**src/rtl/adc_pkg.sv**
```systemverilog
// Shared types for the ADC sample reader: reader FSM states and default sample width.
package adc_pkg;

    localparam int COUNT_W_DEF = 8;

    typedef enum logic [1:0] {
        IDLE,
        REQ,
        CONV
    } reader_state_e;

endpackage

```
**src/rtl/adc_sample_reader_if.sv**
```systemverilog
// ADC controller handshake plus the sample stream toward the consumer.
// master = reader side, slave = ADC controller / consumer side.
interface adc_sample_reader_if
    import adc_pkg::*;
#(
    parameter int COUNT_W = COUNT_W_DEF
);
    logic               adc_restart;
    logic               adc_busy;
    logic               adc_valid;
    logic [COUNT_W-1:0] adc_count;
    logic [COUNT_W-1:0] m_data;
    logic               m_valid;
    logic               m_ready;

    modport master (
        output adc_restart, m_data, m_valid,
        input  adc_busy, adc_valid, adc_count, m_ready
    );

    modport slave (
        input  adc_restart, m_data, m_valid,
        output adc_busy, adc_valid, adc_count, m_ready
    );
endinterface

```
**src/rtl/adc_sample_reader_fifo.sv**
```systemverilog
// sample_fifo: small power-of-two sample buffer with occupancy count.
// The output holds the last popped value while empty.
module sample_fifo #(
    parameter int DEPTH = 4,
    parameter int W     = 8
) (
    input  logic                   clk,
    input  logic                   rst,
    input  logic                   push,
    input  logic                   pop,
    input  logic [W-1:0]           din,
    output logic [W-1:0]           dout,
    output logic                   full,
    output logic                   empty,
    output logic [$clog2(DEPTH):0] level
);
    localparam int AW = $clog2(DEPTH);

    logic [W-1:0]  mem [DEPTH];
    logic [AW-1:0] wr_ptr;
    logic [AW-1:0] rd_ptr;
    logic [AW:0]   cnt;
    logic [W-1:0]  last;
    logic          do_pop;
    logic          do_push;

    assign empty   = (cnt == '0);
    assign full    = (cnt == (AW+1)'(DEPTH));
    assign do_pop  = pop && !empty;
    // A pop frees the slot being written, so a full FIFO still accepts.
    assign do_push = push && (!full || do_pop);
    assign level   = cnt;
    assign dout    = empty ? last : mem[rd_ptr];

    always_ff @(posedge clk) begin
        if (do_push) begin
            mem[wr_ptr] <= din;
        end
    end

    always_ff @(posedge clk or posedge rst) begin
        if (rst) begin
            wr_ptr <= '0;
            rd_ptr <= '0;
            cnt    <= '0;
            last   <= '0;
        end else begin
            if (do_push) begin
                wr_ptr <= wr_ptr + 1'b1;
            end
            if (do_pop) begin
                rd_ptr <= rd_ptr + 1'b1;
                last   <= mem[rd_ptr];
            end
            unique case ({do_push, do_pop})
                2'b10:   cnt <= cnt + 1'b1;
                2'b01:   cnt <= cnt - 1'b1;
                default: cnt <= cnt;
            endcase
        end
    end
endmodule

```
**src/rtl/adc_sample_reader.sv**
```systemverilog
// Host-side initiator for the single-slope ADC: requests conversions, buffers counts.
// Optional watchdog built when ADC_TIMEOUT_EN is defined.
module adc_sample_reader
    import adc_pkg::*;
#(
    parameter int COUNT_W     = COUNT_W_DEF,
    parameter int DEPTH       = 4,
    parameter int TIMEOUT_CYC = 300
) (
    input  logic                      clk,
    input  logic                      rst,
    input  logic                      en,
    input  logic                      trig,
    input  logic                      clr_flags,
    adc_sample_reader_if.master       bus,
    output logic [$clog2(DEPTH):0]    level,
    output logic                      overflow,
    output logic                      timeout
);
    reader_state_e state;
    reader_state_e state_n;
    logic          restart_q;
    logic          capture;
    logic          full;
    logic          empty;
    logic          drop;
    logic          expire;
    logic          hold;

    assign capture         = (state == CONV) && bus.adc_valid;
    assign drop            = capture && full && !bus.m_ready;
    assign bus.m_valid     = !empty;
    assign bus.adc_restart = restart_q;

    sample_fifo #(
        .DEPTH (DEPTH),
        .W     (COUNT_W)
    ) u_fifo (
        .clk   (clk),
        .rst   (rst),
        .push  (capture),
        .pop   (bus.m_ready),
        .din   (bus.adc_count),
        .dout  (bus.m_data),
        .full  (full),
        .empty (empty),
        .level (level)
    );

`ifdef ADC_TIMEOUT_EN
    localparam int TW = $clog2(TIMEOUT_CYC + 1);

    logic [TW-1:0] wd_cnt;

    // A valid arriving on the last allowed cycle still wins over the watchdog.
    assign expire = ((state == REQ) || ((state == CONV) && !bus.adc_valid))
                    && (wd_cnt == TW'(TIMEOUT_CYC - 1));

    always_ff @(posedge clk or posedge rst) begin
        if (rst) begin
            wd_cnt  <= '0;
            hold    <= 1'b0;
            timeout <= 1'b0;
        end else begin
            hold <= expire;
            if ((state_n != state) || (state == IDLE)) begin
                wd_cnt <= '0;
            end else begin
                wd_cnt <= wd_cnt + 1'b1;
            end
            if (expire) begin
                timeout <= 1'b1;
            end else if (clr_flags) begin
                timeout <= 1'b0;
            end
        end
    end
`else
    assign expire  = 1'b0;
    assign hold    = (TIMEOUT_CYC < 0);
    assign timeout = 1'b0;
`endif

    always_comb begin
        state_n = state;
        unique case (state)
            IDLE: begin
                if (trig || (en && !hold)) begin
                    state_n = REQ;
                end
            end
            REQ: begin
                if (expire) begin
                    state_n = IDLE;
                end else if (bus.adc_busy) begin
                    state_n = CONV;
                end
            end
            CONV: begin
                if (capture) begin
                    state_n = en ? REQ : IDLE;
                end else if (expire) begin
                    state_n = IDLE;
                end
            end
            default: state_n = IDLE;
        endcase
    end

    always_ff @(posedge clk or posedge rst) begin
        if (rst) begin
            state     <= IDLE;
            restart_q <= 1'b0;
            overflow  <= 1'b0;
        end else begin
            state     <= state_n;
            // Never request while the controller still reports a stale busy.
            restart_q <= (state_n == REQ) && !bus.adc_busy;
            if (drop) begin
                overflow <= 1'b1;
            end else if (clr_flags) begin
                overflow <= 1'b0;
            end
        end
    end
endmodule

```
**src/flat_wrapper.sv**
```systemverilog
// flat-port wrapper written by rule: the top's interface ports become plain ports
module adc_sample_reader_flat import adc_pkg::*;
#(
    parameter int COUNT_W     = COUNT_W_DEF,
    parameter int DEPTH       = 4,
    parameter int TIMEOUT_CYC = 300
)
  (clk, rst, en, trig, clr_flags, level, overflow, timeout, bus_adc_restart, bus_m_data, bus_m_valid, bus_adc_busy, bus_adc_valid, bus_adc_count, bus_m_ready);
  adc_sample_reader_if #(.COUNT_W(COUNT_W)) bus_i ();
  input  logic clk;
  input  logic rst;
  input  logic en;
  input  logic trig;
  input  logic clr_flags;
  output logic [$clog2(DEPTH):0] level;
  output logic overflow;
  output logic timeout;
  output wire logic [$bits(bus_i.adc_restart)-1:0] bus_adc_restart;
  output wire logic [$bits(bus_i.m_data)-1:0] bus_m_data;
  output wire logic [$bits(bus_i.m_valid)-1:0] bus_m_valid;
  input wire logic [$bits(bus_i.adc_busy)-1:0] bus_adc_busy;
  input wire logic [$bits(bus_i.adc_valid)-1:0] bus_adc_valid;
  input wire logic [$bits(bus_i.adc_count)-1:0] bus_adc_count;
  input wire logic [$bits(bus_i.m_ready)-1:0] bus_m_ready;
  assign bus_adc_restart = bus_i.adc_restart;
  assign bus_m_data = bus_i.m_data;
  assign bus_m_valid = bus_i.m_valid;
  assign bus_i.adc_busy = bus_adc_busy;
  assign bus_i.adc_valid = bus_adc_valid;
  assign bus_i.adc_count = bus_adc_count;
  assign bus_i.m_ready = bus_m_ready;
  adc_sample_reader #(.COUNT_W(COUNT_W), .DEPTH(DEPTH), .TIMEOUT_CYC(TIMEOUT_CYC)) u_core (.clk(clk), .rst(rst), .en(en), .trig(trig), .clr_flags(clr_flags), .bus(bus_i), .level(level), .overflow(overflow), .timeout(timeout));
endmodule
```
**config.mk**
```make
export PLATFORM = sky130hd
export DESIGN_NAME = adc_sample_reader_flat
export DESIGN_NICKNAME = d
export VERILOG_FILES = /design/src/rtl/adc_pkg.sv /design/src/rtl/adc_sample_reader_if.sv /design/src/rtl/adc_sample_reader_fifo.sv /design/src/rtl/adc_sample_reader.sv /design/src/flat_wrapper.sv
export SDC_FILE = /design/constraint.sdc
export NUM_CORES = 1
export LEC_CHECK = 0
export CAP_MARGIN = 0
export CELL_PAD_IN_SITES_DETAIL_PLACEMENT = 1
export CELL_PAD_IN_SITES_GLOBAL_PLACEMENT = 1
export CORE_ASPECT_RATIO = 0.7
export CORE_MARGIN = 5
export CORE_UTILIZATION = 40
export DETAILED_ROUTE_END_ITERATION = 10
export PLACE_DENSITY_LB_ADDON = 0.1
export SYNTH_ARGS = -nofsm -noshare
export SYNTH_HDL_FRONTEND = slang
export SYNTH_SLANG_ARGS = --single-unit
```
**constraint.sdc**
```tcl
create_clock -name clk -period 1.72 [get_ports clk]
set_input_delay 0.344 -clock clk [delete_from_list [all_inputs] [get_ports clk]]
set_output_delay 0.344 -clock clk [all_outputs]
set_load 0.01 [all_outputs]
```
==> flow_metrics.tcl, run 1 <==
set metrics [dict create \
    cts.sinks 51 \
    setup_viol 13 \
    power_mw 4.54 \
    required_ns 1.38 \
    power_leakage_nw 1.17 \
    final_hold_viol_count 0 \
    path_cells "buf_12 > mux4_2 > mux2_4 > buf_6" \
    syn-num-nets 165 \
    die_y_um 72.2 \
    synth_top_area_share_pct 43.5 \
    post-route-util_pct 54.3 \
    drt-pass1-iter-count 4 \
    crit_family "multiplexers" \
    area_growth_pct 29.9 \
    antenna_found_initial 0 \
    std_cell_rows 22 \
    synthCells 144 \
    synth_most_common_cell "edfxtp_1" \
    diodes 0 \
    synth.area.top_cells "edfxtp_1, dfrtp_1, mux4_2" \
    grt.overflow.total 0 \
    multi_input_area_um2 741 \
    ys_warn_count 0 \
    synth_fa_ha_area_share_pct 3.17 \
    slowest_delay_ns 0.55 \
    crit_type "flip-flop to primary output" \
    dpl.hpwl_um 3450 \
    synth-seq-area-share_pct 65.0 \
    syn_area_mm2 0.00221 \
    synth_top_family_by_area "multiplexers" \
    place_congestion 0.717 \
    initialDrtViolationCount 43 \
    synthSimpleGateAreaFrac_pct 9.92 \
    critical_path.endpoint_type "primary output" \
    syn_area_per_cell_um2 15.3 \
    drive_gt1_share_pct 33.3 \
    cp_max_fo 8 \
    wirelength_um 4660 \
    min_period_over_period_pct 126 \
    hp-class "primary input to asynchronous set/reset pin" \
    synth.distinct_cells 32 \
    seq_area_mm2 0.00144 \
    clock-skew-final_ns 0.00644 \
    clkSlewWorstSetupHoldPaths_ns 0.09 \
    rsz0062_at_grt "yes" \
    reg2reg_to "u_core.u_fifo.level[1]" \
    drc 0 \
    dieArea_mm2 0.00713 \
    worstPathBufferInverterCount 2 \
    cts_tree "yes" \
    synth_common_cells "edfxtp_1, nand2_1, dfrtp_1" \
    fin_tns_setup_ns -3.67 \
    clk_latency_ns 0.31 \
    io_buffers 29 \
    coreArea_mm2 0.00529 \
    yosys_register_bits 51 \
    vias 1295 \
    ant_nets 0 \
    cts_hold_repair.buffers 0 \
    synth_xor_area_share_pct 1.98 \
    power.density_mw_per_mm2 1580 \
    htree_levels 2 \
    max_freq_mhz 460 \
    die_x_um 98.8 \
    synthFlopType "edfxtp_1" \
    cp_data_arrival_time_ns 1.83 \
    drv_cap 0 \
    start_kind "flip-flop" \
    start_util_pct 41.8 \
    violations "negative setup slack" \
    layout.nets 215 \
    synth-edff-count 32 \
    ios 31 \
    worstRegToRegCells 5 \
    synth_mux_area_share_pct 12.7 \
    status "complete, but fails checks" \
    num-fill-cells 521 \
    ir_worst_vdd_mv 0.655 \
    synth_compound_area_share_pct 3.63 \
    synthArstFlopShare_pct 37.3 \
    final.setup.worst_slack_ns -0.453 \
    grt_max_degree 20 \
    grt_use_total_pct 13.8 \
    rrSetupSlack_ns -0.02 \
    r2r_start "u_core.u_fifo.level[1]" \
    numCtsBuffers 5 \
    synth_top_area_cell "edfxtp_1" \
    grt_pass1_wl_um 7410 \
    viasPerCell 4.85 \
    grt_pass1_vias 1348 \
    drv_slew 0 \
    clk_path_buf_depth 2 \
    slowest_stage "mux4_2" \
    finalCriticalPeriod_ns 2.17 \
    clock-root-buffer "clkbuf_8" \
    wl_per_cell_um 17.5 \
]
-- routing by layer --
metal  global-route usage, %  share of wire (%)  up-vias
met5                       0                  0        -
met3                    3.65                4.4        7
met1                    19.8                 49      656
li1                        -                  -      609
met4                    5.00                1.5        0
met2                    20.3                 45       23
-- report_power, final --
group / switching [mW] / internal (mW)
combinational: 0.859 / 1.22
clock: 0.414 / 0.293
sequential: 0.196 / 1.56
-- cell usage in the layout, fill, tap and decap left out, types with 2 or more instances in the layout --
master	count
and2_4	4
buf_4	15
buf_6	12
clkbuf_8	5
clkdlybuf4s50_1	18
dfrtp_1	18
dlymetal6s2s_1	2
edfxtp_1	32
ha_1	4
inv_1	8
mux2_4	8
mux4_2	8
nand2_1	27
nand2b_1	2
nand3b_1	2
nor2_1	2
o21ai_0	3
xnor2_1	4
-- cell families (layout without fill, tap and decap cells) --
family | after synthesis | in the layout
compound gates | 8 | 8
xor+xnor | 5 | 5
fa+ha+maj | 5 | 5
buf+inv | 14 | 65
flops | 51 | 51
mux | 17 | 17
other cells | 1 | 1
simple gates | 43 | 43
-- area by class of cell --
type                            instances  area share (%)
Sequential cell                        51            50.1
Multi-Input combinational cell         79            25.8
Timing Repair Buffer                   49            16.8
Tap cell                               72            3.14
Clock buffer                            6            2.53
Inverter                                8            1.05
Clock inverter                          2           0.567
-- repair_timing --
action | CTS | global route
pin swaps | 5 | 6
buffers inserted | 3 | 3
gates resized for setup | 56 | 7
gates cloned | 0 | 0
endpoints found under the setup margin | 45 | 46
-- worst min-delay path: cells and delay by family --
family | cells | cell delay (ns)
buf+inv | 3 | 0.71
-- metrics by stage --
stage                     hold WS, ns  cells  worst slack, ns  area, um^2
final                           0.363    267           -0.453        2870
after global routing            0.395    267           -0.518        2870
after CTS                       0.370    266           -0.476        2840
after detailed placement        0.461    256           -0.480        2690
after global placement          0.452    256           -0.418        2690
after floorplan                 0.295    144          -0.0305        2210
-- sequential cells by signal, indices dropped and copies added, names as in the netlist --
| name | count |
|---|---|
| u_core.u_fifo.level | 3 |
| u_core.state | 2 |
| u_core.bus.adc_restart | 1 |
| u_core.u_fifo.wr_ptr | 2 |
| u_core.overflow | 1 |
| u_core.u_fifo.rd_ptr | 2 |
| u_core.u_fifo.last | 8 |
| u_core.u_fifo.mem | 32 |
-- worst max-delay path by stage --
stage	from	end	slack, ns	cells past startpoint
finish	u_core.u_fifo.rd_ptr[0]	bus_m_data[1]	-0.45	4
global route	u_core.u_fifo.rd_ptr[0]	bus_m_data[1]	-0.52	4
CTS	u_core.u_fifo.rd_ptr[0]	bus_m_data[1]	-0.48	4
floorplan	u_core.u_fifo.level[0]	u_core.u_fifo.mem[0][0]	-0.03	4
global placement	u_core.u_fifo.rd_ptr[0]	bus_m_data[1]	-0.42	4
detailed placement	u_core.u_fifo.rd_ptr[0]	bus_m_data[1]	-0.48	4
Note: power is estimated with default switching activity, not from simulation.
==> inputs of run 2 (changes only) <==
--- a/config.mk
+++ b/config.mk
@@ -8,7 +8,6 @@
 export CAP_MARGIN = 0
 export CELL_PAD_IN_SITES_DETAIL_PLACEMENT = 1
 export CELL_PAD_IN_SITES_GLOBAL_PLACEMENT = 1
-export CORE_ASPECT_RATIO = 0.7
 export CORE_MARGIN = 5
 export CORE_UTILIZATION = 40
 export DETAILED_ROUTE_END_ITERATION = 10
==> run 2 against run 1 <==
Net effect:
- clock power increased by 39%
- utilization increased by 0.35 points
- sequential share of layout area decreased by 1.7 points
- clock-buffer cell count decreased by 1
- largest cell class unchanged
- design area increased by 3.6%
- the run still ends with negative setup slack left
- via count decreased by 0.23%
- cell count increased by 1.9%
- register-to-register slack got worse by 0.03 ns
- setup slack improved by 0.036 ns
==> flow_metrics.tcl, run 2 (synthesized netlist as in run 1, its figures left out) <==
set metrics [dict create \
    wl_per_cell_um 17.2 \
    r2r_start "u_core.u_fifo.level[0]" \
    clock-skew-final_ns 0.00486 \
    setup_viol 42 \
    ios 31 \
    worstRegToRegCells 5 \
    max_freq_mhz 468 \
    viasPerCell 4.75 \
    power_leakage_nw 1.22 \
    layout.nets 220 \
    num-fill-cells 527 \
    rsz0062_at_grt "yes" \
    p_sw_mw 1.55 \
    numCtsBuffers 5 \
    grt.overflow.total 0 \
    rrSetupSlack_ns -0.05 \
    start_util_pct 40.6 \
    vias 1292 \
    finalCriticalPeriod_ns 2.14 \
    drv_cap 0 \
    cp_max_fo 3 \
    place_congestion 0.741 \
    combPwrFrac_pct 44.8 \
    antenna_found_initial 0 \
    drt-pass1-iter-count 4 \
    power.share.switching_pct 31.0 \
    grt_pass1_wl_um 7600 \
    hp-class "primary input to asynchronous set/reset pin" \
    required_ns 1.38 \
    clkSlewWorstSetupHoldPaths_ns 0.09 \
    p_int_mw 3.45 \
    clock-root-buffer "clkbuf_8" \
    ant_nets 0 \
    crit_family "multiplexers" \
    cts_hold_repair.buffers 0 \
    largest_reg_flops 32 \
    place_ws_ns -0.458 \
    start_kind "flip-flop" \
    die_x_um 84.3 \
    min_period_over_period_pct 124 \
    dpl.hpwl_um 3250 \
    slowest_delay_ns 0.53 \
    slowest_stage "mux4_2" \
    htree_levels 2 \
    dp_cells 255 \
    clk_latency_ns 0.30 \
    clkPwrFrac_pct 19.6 \
    reg2reg_to "u_core.u_fifo.level[1]" \
    coreArea_mm2 0.00544 \
    wirelength_um 4690 \
    mostFrequentLayoutCells "edfxtp_1, nand2_1, dfrtp_1" \
    ir_worst_vdd_mv 0.614 \
    worstPathBufferInverterCount 2 \
    critical_path.endpoint_type "primary output" \
    initialDrtViolationCount 26 \
    std_cell_rows 27 \
    largest-register "u_core.u_fifo.mem" \
    status "complete, but fails checks" \
    fin_cells 272 \
    post-route-util_pct 54.6 \
    layout_commonest_cell "edfxtp_1" \
    drc 0 \
    dieArea_mm2 0.00711 \
    clk_path_buf_depth 2 \
    grt_pass1_vias 1471 \
    diodes 0 \
    cts_tree "yes" \
    grt_use_total_pct 13.8 \
    power_mw 5.00 \
    area_growth_pct 34.6 \
    power.density_mw_per_mm2 1680 \
    drv_slew 0 \
    final_hold_viol_count 0 \
    die_y_um 84.3 \
    crit_top_cell "buf_6" \
    path_cells "buf_6 > mux4_2 > mux2_4 > buf_6" \
    final.setup.worst_slack_ns -0.418 \
    io_buffers 29 \
    crit_type "flip-flop to primary output" \
    violations "negative setup slack" \
    cts.sinks 51 \
    grt_max_degree 20 \
    drive_gt1_share_pct 37.0 \
    cp_data_arrival_time_ns 1.79 \
    sequentialPowerShare_pct 35.6 \
]
## run 2: final cells by class
cell class / count / area [um^2] / area share [%]
clock buffers: 5 / 68.8 / 2.32
clock inverters: 3 / 67.6 / 2.27
inverters: 8 / 30.0 / 1.01
multi-input cells: 79 / 767 / 25.8
flip-flops and latches: 51 / 1440 / 48.4
well taps: 72 / 90.1 / 3.03
repair buffers: 54 / 509 / 17.1
## run 2: worst register-to-register path, cell delays in order, from the launching register on
cell,delay [ns]
dfrtp_2,0.44
buf_6,0.13
or4b_4,0.54
nor2b_4,0.19
a21boi_4,0.19
mux2i_1,0.21
## run 2: metal layers
layer  global-route usage, %  up-vias  share of wire (%)
met1                    16.4      648                 42
met4                    2.63        0               0.45
li1                        -      615                  -
met2                    24.9       26                 53
met3                    4.02        3                4.3
met5                       0        -                  0
## run 2: how the worst max path moves through the flow
stage                                          to               startpoint  cells past startpoint  slack [ns]
after CTS                           bus_m_data[7]  u_core.u_fifo.rd_ptr[0]                      4       -0.45
after global placement              bus_m_data[5]  u_core.u_fifo.rd_ptr[0]                      4       -0.41
after detailed placement            bus_m_data[7]  u_core.u_fifo.rd_ptr[0]                      4       -0.46
final                               bus_m_data[7]  u_core.u_fifo.rd_ptr[0]                      4       -0.42
after floorplan           u_core.u_fifo.mem[0][0]   u_core.u_fifo.level[0]                      4       -0.03
after global routing                bus_m_data[7]  u_core.u_fifo.rd_ptr[0]                      4       -0.47
## run 2: what timing repair did
action / in CTS / in global routing
gates resized for setup: 66 / 12
pin swaps: 6 / 5
buffers inserted: 5 / 6
setup endpoints to repair: 46 / 46
cloned: 1 / 0
## run 2: per-stage QoR
step           area (um^2)  TNS (ns)  hold WS, ns
3_3_place_gp          2670    -15.64        0.451
6_report              2970     -4.14        0.367
3_5_place_dp          2670    -16.58        0.463
5_1_grt               2970     -5.70        0.400
2_1_floorplan         2210    -0.976        0.295
4_1_cts               2890     -3.96        0.382
## run 2: power by group through the flow
stage,logic [mW],clock network (mW),registers [mW]
floorplan,1.08,0,1.74
global placement,1.76,0,1.75
detailed placement,1.86,0,1.79
CTS,2.10,0.997,1.79
global route,2.42,1.06,1.81
finish,2.24,0.981,1.78
